[src/rtl/alu_exec_stage_if.sv]
// Register-file side bus of the execute stage: registered read addresses, returned
// read data and the single write port.
interface alu_exec_stage_if #(
    parameter int WIDTH = 12,
    parameter int AW    = 3
);
    logic [AW-1:0]    read1Addr;
    logic [AW-1:0]    read2Addr;
    logic [WIDTH-1:0] readData1;
    logic [WIDTH-1:0] readData2;
    logic             we;
    logic [AW-1:0]    writeAddr;
    logic [WIDTH-1:0] writeData;

    modport master (
        output read1Addr, read2Addr, we, writeAddr, writeData,
        input  readData1, readData2
    );

    modport slave (
        input  read1Addr, read2Addr, we, writeAddr, writeData,
        output readData1, readData2
    );
endinterface

[src/rtl/alu_exec_stage.sv]
// Multi-cycle execute/write-back stage: reads two registers, computes one ALU op
// (MUL by WIDTH-step shift-add) and writes the result back with flags.
module alu_exec_stage #(
    parameter int WIDTH = 12,
    parameter int AW    = 3
) (
    input  logic                 clk,
    input  logic                 rst_n,
    input  logic                 start,
    input  logic [2:0]           op,
    input  logic [AW-1:0]        src1,
    input  logic [AW-1:0]        src2,
    input  logic [AW-1:0]        dest,
    alu_exec_stage_if.master     rf,
    output logic                 busy,
    output logic                 carry,
    output logic                 zero,
    output logic                 ovf
);
    localparam logic [2:0] IDLE  = 3'd0;
    localparam logic [2:0] RADDR = 3'd1;
    localparam logic [2:0] RWAIT = 3'd2;
    localparam logic [2:0] EXEC  = 3'd3;
    localparam logic [2:0] WB    = 3'd4;

    localparam logic [2:0] OP_ADD = 3'd0;
    localparam logic [2:0] OP_SUB = 3'd1;
    localparam logic [2:0] OP_AND = 3'd2;
    localparam logic [2:0] OP_OR  = 3'd3;
    localparam logic [2:0] OP_XOR = 3'd4;
    localparam logic [2:0] OP_SHL = 3'd5;
    localparam logic [2:0] OP_SHR = 3'd6;
    localparam logic [2:0] OP_MUL = 3'd7;

    localparam int CW = $clog2(WIDTH);

    logic [2:0]         state;
    logic [2:0]         op_q;
    logic [AW-1:0]      dest_q;
    logic [2*WIDTH-1:0] a_q;     // widened so MUL can shift the multiplicand left in place
    logic [WIDTH-1:0]   b_q;
    logic [2*WIDTH-1:0] acc_q;
    logic [CW-1:0]      cnt_q;

    logic [WIDTH-1:0]   a_lo;
    logic [3:0]         amt;
    logic [WIDTH:0]     sum;
    logic [WIDTH:0]     diff;
    logic [WIDTH:0]     shl_w;
    logic [WIDTH:0]     shr_w;
    logic [2*WIDTH-1:0] acc_next;
    logic [WIDTH-1:0]   res;
    logic               res_c;
    logic               res_v;

    // NOTE: every always_comb output gets a default first so no path can infer a latch.
    always_comb begin
        a_lo     = a_q[WIDTH-1:0];
        amt      = b_q[3:0];
        sum      = {1'b0, a_lo} + {1'b0, b_q};
        diff     = {1'b0, a_lo} - {1'b0, b_q};
        shl_w    = {1'b0, a_lo} << amt;
        shr_w    = {a_lo, 1'b0} >> amt;
        acc_next = acc_q + (b_q[0] ? a_q : '0);
        res      = '0;
        res_c    = 1'b0;
        res_v    = 1'b0;
        case (op_q)
            OP_ADD: begin
                res   = sum[WIDTH-1:0];
                res_c = sum[WIDTH];
                res_v = (a_lo[WIDTH-1] == b_q[WIDTH-1]) && (res[WIDTH-1] != a_lo[WIDTH-1]);
            end
            OP_SUB: begin
                res   = diff[WIDTH-1:0];
                res_c = diff[WIDTH];
                res_v = (a_lo[WIDTH-1] != b_q[WIDTH-1]) && (res[WIDTH-1] != a_lo[WIDTH-1]);
            end
            OP_AND: res = a_lo & b_q;
            OP_OR:  res = a_lo | b_q;
            OP_XOR: res = a_lo ^ b_q;
            OP_SHL: begin
                if (int'(amt) < WIDTH) begin
                    res   = shl_w[WIDTH-1:0];
                    res_c = shl_w[WIDTH];
                end
            end
            OP_SHR: begin
                if (int'(amt) < WIDTH) begin
                    res   = shr_w[WIDTH:1];
                    res_c = shr_w[0];
                end
            end
            default: begin
                res   = acc_next[WIDTH-1:0];
                res_c = |acc_next[2*WIDTH-1:WIDTH];
                res_v = res_c;
            end
        endcase
    end

    // NOTE: sequential state uses non-blocking assignments so all registers update together.
    // Datapath registers are reset too, so an aborted operation leaves nothing behind.
    always_ff @(posedge clk or negedge rst_n) begin
        if (!rst_n) begin
            state        <= IDLE;
            op_q         <= '0;
            dest_q       <= '0;
            a_q          <= '0;
            b_q          <= '0;
            acc_q        <= '0;
            cnt_q        <= '0;
            rf.read1Addr <= '0;
            rf.read2Addr <= '0;
            rf.writeAddr <= '0;
            rf.writeData <= '0;
            rf.we        <= 1'b0;
            busy         <= 1'b0;
            carry        <= 1'b0;
            zero         <= 1'b0;
            ovf          <= 1'b0;
        end else begin
            case (state)
                IDLE: begin
                    if (start) begin
                        op_q         <= op;
                        dest_q       <= dest;
                        rf.read1Addr <= src1;
                        rf.read2Addr <= src2;
                        busy         <= 1'b1;
                        state        <= RADDR;
                    end
                end
                RADDR: state <= RWAIT;
                RWAIT: begin
                    a_q   <= {{WIDTH{1'b0}}, rf.readData1};
                    b_q   <= rf.readData2;
                    acc_q <= '0;
                    cnt_q <= '0;
                    state <= EXEC;
                end
                EXEC: begin
                    if (op_q == OP_MUL && cnt_q != CW'(WIDTH - 1)) begin
                        acc_q <= acc_next;
                        a_q   <= a_q << 1;
                        b_q   <= b_q >> 1;
                        cnt_q <= cnt_q + 1'b1;
                    end else begin
                        rf.writeData <= res;
                        rf.writeAddr <= dest_q;
                        rf.we        <= 1'b1;
                        carry        <= res_c;
                        zero         <= (res == '0);
                        ovf          <= res_v;
                        state        <= WB;
                    end
                end
                WB: begin
                    rf.we <= 1'b0;
                    busy  <= 1'b0;
                    state <= IDLE;
                end
                default: state <= IDLE;
            endcase
        end
    end
endmodule

[src/flat_wrapper.sv]
// flat-port wrapper written by rule: the top's interface ports become plain ports
module alu_exec_stage_flat 
#(
    parameter int WIDTH = 12,
    parameter int AW    = 3
)
  (clk, rst_n, start, op, src1, src2, dest, busy, carry, zero, ovf, rf_read1Addr, rf_read2Addr, rf_we, rf_writeAddr, rf_writeData, rf_readData1, rf_readData2);
  alu_exec_stage_if #(.WIDTH(WIDTH), .AW(AW)) rf_i ();
  input  logic clk;
  input  logic rst_n;
  input  logic start;
  input  logic [2:0] op;
  input  logic [AW-1:0] src1;
  input  logic [AW-1:0] src2;
  input  logic [AW-1:0] dest;
  output logic busy;
  output logic carry;
  output logic zero;
  output logic ovf;
  output wire logic [$bits(rf_i.read1Addr)-1:0] rf_read1Addr;
  output wire logic [$bits(rf_i.read2Addr)-1:0] rf_read2Addr;
  output wire logic [$bits(rf_i.we)-1:0] rf_we;
  output wire logic [$bits(rf_i.writeAddr)-1:0] rf_writeAddr;
  output wire logic [$bits(rf_i.writeData)-1:0] rf_writeData;
  input wire logic [$bits(rf_i.readData1)-1:0] rf_readData1;
  input wire logic [$bits(rf_i.readData2)-1:0] rf_readData2;
  assign rf_read1Addr = rf_i.read1Addr;
  assign rf_read2Addr = rf_i.read2Addr;
  assign rf_we = rf_i.we;
  assign rf_writeAddr = rf_i.writeAddr;
  assign rf_writeData = rf_i.writeData;
  assign rf_i.readData1 = rf_readData1;
  assign rf_i.readData2 = rf_readData2;
  alu_exec_stage #(.WIDTH(WIDTH), .AW(AW)) u_core (.clk(clk), .rst_n(rst_n), .start(start), .op(op), .src1(src1), .src2(src2), .dest(dest), .rf(rf_i), .busy(busy), .carry(carry), .zero(zero), .ovf(ovf));
endmodule
[config.mk]
export PLATFORM = sky130hd
export DESIGN_NAME = alu_exec_stage_flat
export DESIGN_NICKNAME = d
export VERILOG_FILES = /design/src/rtl/alu_exec_stage_if.sv /design/src/rtl/alu_exec_stage.sv /design/src/flat_wrapper.sv
export SDC_FILE = /design/constraint.sdc
export NUM_CORES = 1
export LEC_CHECK = 0
export CAP_MARGIN = 20
export CORE_AREA = 2 2 188 190
export DETAILED_ROUTE_END_ITERATION = 7
export DIE_AREA = 0 0 190 192
export SYNTH_ARGS = -nofsm -noshare
export SYNTH_HDL_FRONTEND = slang
export SYNTH_SLANG_ARGS = --single-unit
[constraint.sdc]
create_clock -name clk -period 9.1 [get_ports clk]
set_clock_uncertainty 0.1 [all_clocks]
set_input_delay 1.82 -clock clk [delete_from_list [all_inputs] [get_ports clk]]
set_output_delay 1.82 -clock clk [all_outputs]
set_load 0.05 [all_outputs]
=== Yosys cells after proc, flatten, opt, wreduce, memory -nomap -nowiden ===
Index checks and enable logic that the tools add are counted.

* Add/sub/neg operators: 4
* Order comparisons: 1
* Equality and inequality tests: 19
* Shifts and indexed selects: 2
* Muxes and demuxes: 23
* Bitwise gates (word level): 4
* Reductions and logical operators: 18

{| class="wikitable"
|+ Operators by type and width
! operator !! number
|-
| $pmux W24 S2 || 2
|-
| $pmux W12 S7 || 1
|-
| $mux W24 || 3
|-
| $mux W12 || 3
|-
| $add A24 B24 Y24 || 1
|-
| $pmux W12 S2 || 1
|-
| $eq A3 B3 Y1 const B || 5
|-
| $add A12 B12 Y13 || 1
|-
| $shl A12 B4 Y13 || 1
|-
| $shr A13 B4 Y13 || 1
|-
| $sub A12 B12 Y13 || 1
|-
| $and A12 B12 Y12 || 1
|-
| $eq A3 B2 Y1 const B || 4
|-
| $logic_not A12 Y1 || 1
|-
| $or A12 B12 Y12 || 1
|-
| $pmux W3 S4 || 1
|-
| $reduce_and A2 Y1 || 6
|-
| $reduce_or A12 Y1 || 1
|-
| $xor A12 B12 Y12 || 1
|-
| $pmux W4 S2 || 1
|-
| $eq A3 B1 Y1 const B || 2
|-
| $logic_not A3 Y1 || 2
|-
| $mux W3 || 2
|-
| $reduce_bool A2 Y1 || 3
|-
| other kinds (16) || 25
|}

* Register bits: 99
* Input port bits: 39
* Output and inout port bits: 26
* Logic and storage cells: 87

=== Longest topological paths before layout ===
* Depth in word-level cells: 4
* Gate-level depth with buffers: 17
* Depth with buffers taken out: 13

=== Worst setup path after synthesis ===
Ideal clock, no wire load.

* Path kind: register to register
* From: reg u_core.b_q[0]
* To: reg u_core.ovf
* Setup time: 0.134 ns
* Arrival: 3.399 ns
* Data required time: 8.866 ns
* Setup slack: 5.467 ns
* Cell stages (with the launch flop): 18
* Buffers on the path: 6
* Clock period less this slack: 3.633 ns
* Cells stage by stage: dfrtp_1 -> buf_6 -> buf_8 -> buf_2 -> buf_2 -> clkbuf_1 -> and2_1 -> ha_1 -> clkbuf_1 -> and3_1 -> and2_1 -> or3_1 -> nand3_1 -> nor3_1 -> a2111oi_0 -> nand4_1 -> o41ai_2 -> a31oi_1

* Word-level cells in the longest chain between the ends: 4
* Elaborated cells between the ends (all ways): 10
* Classes of those cells: add/sub: 3; eq/ne: 2; mux: 2; reduce/logical: 3

{| class="wikitable"
|+ RTL lines
! what !! RTL line !! RTL
|-
| start, declared || alu_exec_stage.sv:41 || <nowiki>logic [WIDTH-1:0] b_q;</nowiki>
|-
| start signal, assigned || alu_exec_stage.sv:137 || <nowiki>b_q <= rf.readData2;</nowiki>
|-
| start signal, assigned || alu_exec_stage.sv:146 || <nowiki>b_q <= b_q >> 1;</nowiki>
|-
| $mux W24, or another cell as far along || alu_exec_stage.sv:64 || <nowiki>acc_next = acc_q + (b_q[0] ? a_q : '0);</nowiki>
|-
| $add A24 B24 Y24, or another cell as far along || alu_exec_stage.sv:64 ||
|-
| $reduce_or A12 Y1, or another cell as far along || alu_exec_stage.sv:96 || <nowiki>res_c = |acc_next[2*WIDTH-1:WIDTH];</nowiki>
|-
| $pmux W1 S3 (*) || alu_exec_stage.sv:68 || <nowiki>case (op_q)</nowiki>
|-
| end signal, assigned || alu_exec_stage.sv:154 || <nowiki>ovf <= res_v;</nowiki>
|-
| end, declared || alu_exec_stage.sv:18 || <nowiki>output logic ovf</nowiki>
|}

Mark *: on every way between the ends. The rest lies on a longest branch, timed or not.
A chain may end at the register's enable or synchronous reset.

=== Worst setup path in the final report ===
* From: reg u_core.b_q[0]
* To: reg u_core.carry

* Word-level cells in the longest chain between the ends: 4
* Elaborated cells between the ends (all ways): 11
* Classes of those cells: add/sub: 3; order compare: 1; shift: 2; mux: 4; reduce/logical: 1

{| class="wikitable"
|+ RTL lines
! what !! RTL line !! RTL
|-
| $mux W24 || alu_exec_stage.sv:64 ||
|-
| $add A24 B24 Y24 || alu_exec_stage.sv:64 ||
|-
| $reduce_or A12 Y1 || alu_exec_stage.sv:96 ||
|-
| $pmux W1 S5 (*) || alu_exec_stage.sv:68 ||
|-
| end signal, assigned || alu_exec_stage.sv:152 || <nowiki>carry <= res_c;</nowiki>
|-
| end, declared || alu_exec_stage.sv:16 || <nowiki>output logic carry,</nowiki>
|}

Marked as above.

==> impl_metrics.py <==
metrics = {
    "pwr": {
        "p_sw_share_pct": 54.8,
        "p_switching_mw": 1.96,
        "p_comb_share_pct": 67.2,
        "peakVddDrop_v": 0.000205,
        "internal_power_mw": 1.62,
        "power.clock.fraction_pct": 11.8,
        "power_density_nw_per_um2": 367,
        "p_total_mw": 3.58,
        "p_leak_nw": 4.26,
        "seqPwrFrac_pct": 21.0,
    },
    "cells_and_area": {
        "finalNetCount": 1199,
        "final_util_pct": 28.5,
        "seqCellArea_um2": 2480,
        "diodes": 0,
        "final_cell_mix": "nand2_1, dfrtp_1, nor2_1",
        "multiInputGateArea_um2": 5500,
        "drive_gt1_share_pct": 6.65,
        "final_common_cell": "nand2_1",
        "syn_to_final_growth_pct": 15.2,
        "nFillCells": 3683,
        "layout.cells.non_filler": 1552,
    },
    "sta": {
        "fmax_ghz": 0.219,
        "hold_violations": 0,
        "holdWs_ns": 0.372,
        "period_minus_slack_ns": 4.57,
        "tns_ns": 0,
        "setup-violations-final": 0,
        "drv_slew": 0,
        "slew_headroom_pct": 31.7,
        "timing.final.crit_share_pct": 50.2,
        "rsz0062_at_grt": "false",
        "worst_slew_pin_slew_ns": 1.02,
    },
    "synthesis": {
        "ys.flop_type": "dfrtp_1",
        "synth_cells": 1076,
        "synth_edf_count": 0,
        "syn-mean-instance-area_um2": 7.88,
        "synth_area_um2": 8480,
        "yosysSeqAreaShare_pct": 29.2,
        "ys.warnings.count": 0,
        "ys_seq_elements": 99,
        "synth.distinct_cells": 91,
        "async_flop_share_pct": 100,
        "syn_nets": 1183,
    },
    "floorplanning": {
        "start_util_pct": 24.7,
        "die_y_um": 192,
        "rows": 68,
        "die-area_um2": 36500,
        "top_level_ports": 65,
        "core_area_um2": 34300,
        "die_x_um": 190,
    },
    "cts": {
        "post_cts_buffers": 0,
        "hold_buffers": 0,
        "cts_root_buffer": "clkbuf_16",
        "ctsResizeCount": 0,
        "cts_max_level": 3,
        "clock_sinks": 99,
        "clock_latency_ns": 0.37,
        "path_clk_slew_ns": 0.08,
        "cts_tree": "built",
        "clockBufferDepth": 2,
        "cts_buffers": 9,
    },
    "global_route": {
        "grt.overflow.total": 0,
        "grt_max_degree": 65,
        "grt_pass1_wl_um": 44100,
        "antenna_found_initial": 0,
        "grtUsageTotal_pct": 15.5,
        "grt_pass1_vias": 7627,
    },
    "min_path": {
        "hp-class": "flop to flop",
        "hp-start": "u_core.dest_q[1]",
    },
    "worst_setup_path": {
        "cp-startpoint": "u_core.b_q[0]",
        "critPathLaunchType": "flop",
        "arrival_ns": 4.69,
        "path_class": "flop to flop",
        "critPathMaxFanout": 44,
        "r2r-start": "u_core.b_q[0]",
        "cp-end-kind": "flop",
        "crit_required_ns": 9.22,
    },
    "run": {
        "maxCapViolations": 0,
    },
    "placed_design": {
        "dp_hpwl_um": 20600,
        "portBuffers": 64,
        "gp_congestion": 0.968,
        "place_inst": 1536,
    },
    "drt": {
        "vias_per_cell": 5.26,
        "vias": 8159,
        "drtPass1Iterations": 7,
        "post-route-drc-count": 0,
        "postRouteAntennaNets": 0,
        "wl_um": 28400,
        "wl_per_cell_um": 18.3,
        "drt_iter0_drc": 733,
    },
    "run_status": {
        "status": "finished clean",
    },
}
-- cell families after synthesis --
kind of cell | count (synthesis) | synth area share, %
AND/OR/NAND/NOR | 420 | 22.7
AO/OA/AOI/OAI | 313 | 23.7
buffers and inverters | 118 | 6.09
flip-flops | 99 | 29.2
adder cells (fa/ha/maj) | 68 | 10.3
multiplexers | 35 | 5.58
XOR/XNOR | 23 | 2.38
-- registers in the layout, summed over array words and instances, names as in the netlist --
signal and cells:
u_core.op_q 3, u_core.a_q 24, u_core.busy 1, u_core.zero 1, u_core.rf.read2Addr 3, u_core.carry 1, u_core.rf.we 1, u_core.cnt_q 4
u_core.rf.writeAddr 3, u_core.acc_q 24, u_core.ovf 1, u_core.rf.writeData 12, u_core.dest_q 3, u_core.state 3, u_core.b_q 12, u_core.rf.read1Addr 3
-- final timing paths --
path / endpoint / slack, ns / cells after the start
worst min register to register: u_core.rf.writeAddr[1] / 0.37 / 2
worst max-delay path: u_core.carry / 4.53 / 13
max in group asynchronous: u_core.a_q[23] / 6.33 / 2
min in group asynchronous: u_core.a_q[7] / 1.30 / 1
worst max register to register: u_core.carry / 4.53 / 13
worst min-delay path: u_core.rf.writeAddr[1] / 0.37 / 2
-- cell usage after synthesis (6+ instances only) --
cell type,n,area (um2)
nor2b_1,12,75.1
nand2_1,162,608
o21ai_1,9,45.0
mux2i_1,9,90.1
ha_1,65,813
nor3_1,24,120
a211oi_1,8,60.1
dfrtp_1,99,2480
nand2b_1,10,62.6
o31ai_1,13,97.6
and2_1,19,119
xnor2_1,12,105
nor2_1,99,372
a31oi_1,14,87.6
xor2_1,11,96.3
a21o_1,17,128
nand3_1,55,275
nand4_1,6,37.5
mux2_2,15,169
inv_1,42,158
clkbuf_1,42,158
o211ai_1,8,60.1
mux4_2,6,135
o21ai_0,77,385
buf_2,14,70.1
a21oi_1,92,460
-- metrics by stage --
stage	area, um2	setup slack (ns)
global placement	9460	4.79
floorplan	8480	5.47
CTS	9770	4.63
finish	9770	4.53
global route	9770	4.19
detailed placement	9460	4.65
-- cell type report --
| cell class | instances | share of cell area, % |
|---|---|---|
| inverters | 47 | 1.83 |
| clock inverters | 7 | 0.884 |
| flip-flops and latches | 99 | 25.4 |
| clock buffers | 9 | 2.31 |
| repair buffers | 76 | 7.45 |
| multi-input cells | 859 | 56.3 |
| well taps | 455 | 5.83 |
-- power by group through the flow --
stage / sequential (mW) / combinational (mW) / clock, mW
2_1_floorplan: 0.867 / 1.56 / 0
3_3_place_gp: 0.753 / 2.36 / 0
3_5_place_dp: 0.758 / 2.36 / 0
4_1_cts: 0.750 / 2.37 / 0.437
5_1_grt: 0.773 / 2.61 / 0.447
6_report: 0.750 / 2.41 / 0.424
-- per-layer routing --
metal	vias up	track usage, %	wire length (um)
met4	0	5.13	839
met2	299	25.9	13500
met3	61	3.31	1870
li1	3887	-	-
met5	-	0	0
met1	3912	19.9	12200
-- critical path, cell delays in order, from the launching register on --
cell and delay (ns):
dfrtp_1 0.33, buf_4 0.44, inv_2 0.31, nor2_1 0.23, ha_1 0.29, nor2b_1 0.17
o2111a_1 0.27, o31ai_1 0.61, a2111o_1 0.27, nor2_1 0.05, a2111oi_0 0.37, nand4_1 0.23
o41ai_2 0.57, a21oi_1 0.14
No activity file was read; power rests on OpenSTA's default activity.
